## config.mk

```make
export PLATFORM = sky130hd
export DESIGN_NAME = lcd1604_bus_receiver
export DESIGN_NICKNAME = d
export VERILOG_FILES = /design/src/rtl/lcd1604_bus_receiver.sv
export SDC_FILE = /design/constraint.sdc
export NUM_CORES = 1
export LEC_CHECK = 0
export ABC_AREA = 1
export CAP_MARGIN = 30
export CORE_UTILIZATION = 65
export CTS_CLUSTER_SIZE = 40
export DETAILED_ROUTE_END_ITERATION = 6
export MAX_ROUTING_LAYER = met4
export PLACE_DENSITY = 0.79
export SETUP_SLACK_MARGIN = 0.1
export SKIP_LAST_GASP = 1
export SYNTH_ARGS = -nofsm -noshare
export SYNTH_HDL_FRONTEND = slang
export SYNTH_SLANG_ARGS = --single-unit
```

## constraint.sdc

```tcl
create_clock -name clk -period 7.61 [get_ports clk]
set_clock_uncertainty 0.15 [all_clocks]
set_input_delay 1.522 -clock clk [delete_from_list [all_inputs] [get_ports clk]]
set_output_delay 1.522 -clock clk [all_outputs]
set_load 0.01 [all_outputs]
```

## src/rtl/lcd1604_bus_receiver.sv

```systemverilog
// HD44780-style 8-bit LCD bus receiver with shadow DDRAM; optional LCD_RX_TIMING_CHECK_EN checks enable-high width.
// Latency: cmd_valid/data_valid SYNC_STAGES+1 clk after enable falls; rd_data 1 clk after rd_addr.
// Backpressure: none on the bus; strobes arriving during a clear are dropped and flagged in overrun.
`timescale 1ns/1ps
module lcd1604_bus_receiver #(
  parameter int DATA_BITS   = 8,
  parameter int DDRAM_DEPTH = 80,
  parameter int SYNC_STAGES = 2,
  parameter int MIN_E_HIGH  = 4
) (
  input  logic                 clk,
  input  logic                 reset,
  input  logic                 rs,
  input  logic                 rw,
  input  logic                 enable,
  input  logic [DATA_BITS-1:0] data,
  input  logic [6:0]           rd_addr,
  output logic [7:0]           rd_data,
  output logic                 cmd_valid,
  output logic                 data_valid,
  output logic [7:0]           last_byte,
  output logic [6:0]           cursor_addr,
  output logic                 display_on,
  output logic                 cursor_on,
  output logic                 blink_on,
  output logic                 two_line,
  output logic                 mode_8bit,
  output logic                 inc_dir,
  output logic                 busy,
  output logic                 overrun,
  output logic                 addr_err,
  output logic                 timing_err
);

  if (DATA_BITS != 8 || SYNC_STAGES < 2 || MIN_E_HIGH < 1) begin : g_param_check
    $error("lcd1604_bus_receiver: unsupported parameter set");
  end

  typedef enum logic {ST_IDLE, ST_CLEAR} state_t;

  logic [SYNC_STAGES-1:0] en_sync, rs_sync, rw_sync;
  logic [DATA_BITS-1:0]   dat_sync [SYNC_STAGES];
  logic                   en_prev;
  logic                   en_s, rs_s, rw_s, en_fall, stb;
  logic [DATA_BITS-1:0]   dat_s;

  always_ff @(posedge clk or negedge reset) begin
    if (!reset) begin
      en_sync <= '0;
      rs_sync <= '0;
      rw_sync <= '0;
      en_prev <= 1'b0;
      for (int i = 0; i < SYNC_STAGES; i++) dat_sync[i] <= '0;
    end else begin
      en_sync <= {en_sync[SYNC_STAGES-2:0], enable};
      rs_sync <= {rs_sync[SYNC_STAGES-2:0], rs};
      rw_sync <= {rw_sync[SYNC_STAGES-2:0], rw};
      en_prev <= en_s;
      dat_sync[0] <= data;
      for (int i = 1; i < SYNC_STAGES; i++) dat_sync[i] <= dat_sync[i-1];
    end
  end

  assign en_s    = en_sync[SYNC_STAGES-1];
  assign rs_s    = rs_sync[SYNC_STAGES-1];
  assign rw_s    = rw_sync[SYNC_STAGES-1];
  assign dat_s   = dat_sync[SYNC_STAGES-1];
  assign en_fall = en_prev & ~en_s;
  assign stb     = en_fall & ~rw_s;

  function automatic logic [6:0] ac_step(input logic [6:0] a, input logic up);
    logic [6:0] r;
    if (up) r = (a == 7'h27) ? 7'h40 : (a == 7'h67) ? 7'h00 : a + 7'd1;
    else    r = (a == 7'h00) ? 7'h67 : (a == 7'h40) ? 7'h27 : a - 7'd1;
    return r;
  endfunction

  function automatic logic addr_ok(input logic [6:0] a);
    return (a < 7'h28) || ((a >= 7'h40) && (a < 7'h68));
  endfunction

  // Line 2 (0x40..0x67) packs directly after line 1's 40 entries.
  function automatic logic [6:0] ddram_idx(input logic [6:0] a);
    return (a < 7'h28) ? a : a - 7'd24;
  endfunction

  state_t     state, state_nxt;
  logic [6:0] clr_idx, clr_idx_nxt, ac_nxt;
  logic [7:0] last_nxt;
  logic       cmd_nxt, dat_nxt, disp_nxt, cur_nxt, blink_nxt;
  logic       two_nxt, m8_nxt, inc_nxt, ovr_nxt, aerr_nxt;
  logic       wr_en;
  logic [6:0] wr_idx;
  logic [7:0] wr_dat;
  logic [7:0] mem [DDRAM_DEPTH];

  assign busy = (state == ST_CLEAR);

  always_comb begin
    state_nxt   = state;
    clr_idx_nxt = clr_idx;
    ac_nxt      = cursor_addr;
    last_nxt    = last_byte;
    cmd_nxt     = 1'b0;
    dat_nxt     = 1'b0;
    disp_nxt    = display_on;
    cur_nxt     = cursor_on;
    blink_nxt   = blink_on;
    two_nxt     = two_line;
    m8_nxt      = mode_8bit;
    inc_nxt     = inc_dir;
    ovr_nxt     = overrun;
    aerr_nxt    = addr_err;
    wr_en       = 1'b0;
    wr_idx      = '0;
    wr_dat      = '0;
    case (state)
      ST_IDLE: begin
        if (stb) begin
          last_nxt = dat_s;
          if (rs_s) begin
            wr_en   = 1'b1;
            wr_idx  = ddram_idx(cursor_addr);
            wr_dat  = dat_s;
            ac_nxt  = ac_step(cursor_addr, inc_dir);
            dat_nxt = 1'b1;
          end else begin
            cmd_nxt = 1'b1;
            casez (dat_s)
              8'b1???_????: begin
                if (addr_ok(dat_s[6:0])) ac_nxt = dat_s[6:0];
                else begin
                  ac_nxt   = 7'h00;
                  aerr_nxt = 1'b1;
                end
              end
              8'b01??_????: aerr_nxt = 1'b1;
              8'b001?_????: begin
                m8_nxt  = dat_s[4];
                two_nxt = dat_s[3];
              end
              8'b0001_????: if (!dat_s[3]) ac_nxt = ac_step(cursor_addr, dat_s[2]);
              8'b0000_1???: begin
                disp_nxt  = dat_s[2];
                cur_nxt   = dat_s[1];
                blink_nxt = dat_s[0];
              end
              8'b0000_01??: inc_nxt = dat_s[1];
              8'b0000_001?: ac_nxt = 7'h00;
              8'b0000_0001: begin
                state_nxt   = ST_CLEAR;
                clr_idx_nxt = '0;
              end
              default: ;
            endcase
          end
        end
      end
      ST_CLEAR: begin
        wr_en  = 1'b1;
        wr_idx = clr_idx;
        wr_dat = 8'h20;
        if (stb && !rs_s && dat_s == 8'h01) begin
          clr_idx_nxt = '0;
          cmd_nxt     = 1'b1;
          last_nxt    = dat_s;
        end else begin
          if (clr_idx == 7'(DDRAM_DEPTH - 1)) begin
            state_nxt = ST_IDLE;
            ac_nxt    = 7'h00;
            inc_nxt   = 1'b1;
          end else begin
            clr_idx_nxt = clr_idx + 7'd1;
          end
          if (stb) ovr_nxt = 1'b1;
        end
      end
      default: state_nxt = ST_IDLE;
    endcase
  end

  always_ff @(posedge clk or negedge reset) begin
    if (!reset) begin
      state       <= ST_IDLE;
      clr_idx     <= '0;
      cursor_addr <= 7'h00;
      last_byte   <= 8'h00;
      cmd_valid   <= 1'b0;
      data_valid  <= 1'b0;
      display_on  <= 1'b0;
      cursor_on   <= 1'b0;
      blink_on    <= 1'b0;
      two_line    <= 1'b0;
      mode_8bit   <= 1'b1;
      inc_dir     <= 1'b1;
      overrun     <= 1'b0;
      addr_err    <= 1'b0;
      rd_data     <= 8'h00;
    end else begin
      state       <= state_nxt;
      clr_idx     <= clr_idx_nxt;
      cursor_addr <= ac_nxt;
      last_byte   <= last_nxt;
      cmd_valid   <= cmd_nxt;
      data_valid  <= dat_nxt;
      display_on  <= disp_nxt;
      cursor_on   <= cur_nxt;
      blink_on    <= blink_nxt;
      two_line    <= two_nxt;
      mode_8bit   <= m8_nxt;
      inc_dir     <= inc_nxt;
      overrun     <= ovr_nxt;
      addr_err    <= aerr_nxt;
      rd_data     <= addr_ok(rd_addr) ? mem[ddram_idx(rd_addr)] : 8'h00;
    end
  end

  // Shadow RAM has no reset so it maps onto plain block RAM.
  always_ff @(posedge clk) begin
    if (wr_en) mem[wr_idx] <= wr_dat;
  end

`ifdef LCD_RX_TIMING_CHECK_EN
  localparam int HW = $clog2(MIN_E_HIGH + 1);
  logic [HW-1:0] hi_cnt;

  always_ff @(posedge clk or negedge reset) begin
    if (!reset) begin
      hi_cnt     <= '0;
      timing_err <= 1'b0;
    end else begin
      if (!en_s) hi_cnt <= '0;
      else if (hi_cnt != HW'(MIN_E_HIGH)) hi_cnt <= hi_cnt + 1'b1;
      if (en_fall && (hi_cnt < HW'(MIN_E_HIGH))) timing_err <= 1'b1;
    end
  end
`else
  assign timing_err = 1'b0;
`endif

endmodule

```

==> metrics.txt <==
outcome=complete, no violations; number of nets with antenna violations after routing=0; drt wl/cell=22.19 microns; cell breakdown of the critical path=clkdlybuf4s50_1 -> inv_1 -> ha_1 -> inv_1 -> nand2_1 -> nand2_1 -> inv_1 -> nand2_1 -> nand2_1 -> buf_4 -> nand3_1 -> nand3_1 -> nand3_1 -> nand2_1 -> a21oi_1; Syn Inst Count=2612; final setup fails=0; aggregate global-route resource usage=32.90%; Seq. cell area=20820 sq um; CTS resizes=0; diode count=0; Pwr Density=258.6 nW/um^2; I/O Buffers=53; Ports=55; sequential share of the synthesized area=71.10%; Starting Density=66.08%; DRC errors left=0; syn avg cell area=11.21 sq um; die span in x=214.3 microns; Peak VDD IR=0.0002163 V; pin count of the biggest net entering global routing=160; max_cap viols=0; clk buf depth=3; GRT overflow=0; first-pass GRT wire length=111.8 mm; placed inst area=30200 sq um; vias in the first global route=19620; synth warn=0; final instance area=32580 sq um; CP most frequent cell=nand2_1; Synth Register Bits=704; most common cell after layout, fill and taps aside=nand2_1; initial antenna violation count=0; Filler cells=2804; # nets final=2650; crit end category=flop; initial DRC count=2680; core box area=44320 sq um; RSZ-0062 raised after global routing=no; max-slew violations=0; P_leak=0.01214 uW; die area=45910 sq um; most frequent cells in the layout=691 x nand2_1, 640 x edfxtp_1, 499 x nand3_1; Period minus WS final=4249 ps; Setup TNS=0 ps; gpl congestion=0.9782; Distinct cells, synth=44; CP Class=in -> reg; postcts setup bufs=0; Mapped Nets=2639; CTS Hold Buffers Added=0; Pre-antenna DRT Iters=6; die height=214.3 microns; DR vias/cell=6.232; crit-path max FO=24; hpwl dp=41.17 mm; CP Data Arrival Time=4570 ps; CTS H-tree depth=3; Layout area overhead=11.25%; routed via count=20370; crit share post-route=55.84%; CTS tree=done; Max Used Layer=met4; metal3 WL=7.828 mm; required time of the worst setup path=7930 ps; area of the multi-input gates=7491 sq um; HP Class=reg -> reg; CP max-delay cell=nand2_1; DR WL met2=34.66 mm; metal1 wirelength=27.54 mm; Sink Count=704; CTS root buf=clkbuf_16; relative slew slack=27.44%; slew at the pin closest to its max-slew limit=1085 ps; Num CTS Buffers=71; Crit path largest cell delay=540 ps; register clock-pin slew on the reported worst setup and hold paths=60 ps; WL final=72.55 mm; Mapped Area=29290 sq um; CP startpoint kind=input port; Peak Freq=235.3 MHz; FP Rows=77; share of layout cells above drive strength 1=7.322%; clock latency on the worst-skew pair=610 ps; final hold vios=0
## synthesized netlist by cell type (all sizes together)
cell	instances	area, sq um
conb	1	3.750
edfxtp	640	19220
ha	7	87.58
o211ai	5	37.54
clkinv	2	7.510
o31ai	1	7.510
a31o	1	8.760
a22oi	1	7.510
o21ai	118	609.3
and3	1	6.260
clkbuf	64	240.2
a211oi	1	7.510
nand2	702	2673
xor2	2	17.52
nand3	499	2497
o22ai	31	227.7
nor2	220	868.3
dfrtp	62	1551
a21oi	30	153.9
o21a	1	7.510
o21bai	1	7.510
nor3	5	30.03
nand4	6	37.54
xnor2	2	17.52
o2111ai	1	8.760
dfstp	2	52.55
or2	15	93.84
a41oi	1	8.760
buf	76	362.8
inv	114	427.9
## layout make-up
| class | count | area share [%] |
|---|---|---|
| multi-input combinational | 1652 | 22.99 |
| clock inverter | 37 | 1.121 |
| timing repair buffer | 78 | 2.266 |
| tap | 592 | 2.273 |
| sequential | 704 | 63.91 |
| inverter | 116 | 1.371 |
| clock buffer | 90 | 6.068 |
## critical path: cells and delay by family
family / cells / cell delay, ps
AOI/OAI and AO/OA: 1 / 80
adders and majority gates: 1 / 170
and+or+nand+nor: 8 / 1540
buffers and inverters: 5 / 1230
## path summary, 6_finish.rpt
| check | startpoint | to | slack [ps] | cells after the start |
|---|---|---|---|---|
| min reg2reg | dat_sync[9] | dat_s[1] | 200 | 0 |
| max | rd_addr[3] | rd_data[3] | 3360 | 15 |
| max in group asynchronous | reset | rd_data[2] | 5750 | 2 |
| max reg2reg | busy | mem[64][0] | 3400 | 8 |
| min in group asynchronous | reset | cursor_addr[2] | 980 | 2 |
| min | dat_sync[9] | dat_s[1] | 200 | 0 |
## report_power, final
part           internal (uW)  switching (uW)  total [uW]
clock network           2080            1440        3520
registers               4220            40.7        4260
logic                    205             439         644
## through the flow
stage | instances | hold slack [ps] | utilization [%] | total power (uW) | setup WS [ps]
after floorplan | 2612 | 181.2 | - | 4728 | 2680
after CTS | 3267 | 198.0 | 73.42 | 8417 | 3489
after global routing | 3269 | 202.0 | 73.52 | 8632 | 3121
after global placement | 3140 | 182.5 | 68.14 | 4951 | 2990
final | 3269 | 197.8 | 73.52 | 8426 | 3361
after detailed placement | 3140 | 184.7 | 68.14 | 4965 | 2911
## sequential cells by signal, summed over array words and instances, names as in the netlist, 7 cells and up
name         cells
cursor_addr      7
clr_idx          7
mem            640
rd_data          8
last_byte        8
dat_s            8
dat_sync         8
## cell families (layout without fill, tap and decap cells)
group / Yosys count / after routing / synth area share [%]
xor gates and xnor gates: 4 / 4 / 0.1196
and+or+nand+nor: 1448 / 1448 / 21.19
AOI/OAI and AO/OA: 192 / 192 / 3.730
adders and majority gates: 7 / 7 / 0.2991
other: 1 / 1 / 0.01280
buffers and inverters: 256 / 321 / 3.546
DFF: 704 / 704 / 71.10
## metal layers
layer	global-route usage [%]	up-vias
li1	-	9121
met1	43.83	9777
met2	51.17	1279
met3	5.872	195
met4	12.52	0
met5	-	-
Power figures use the tool's default switching activity.
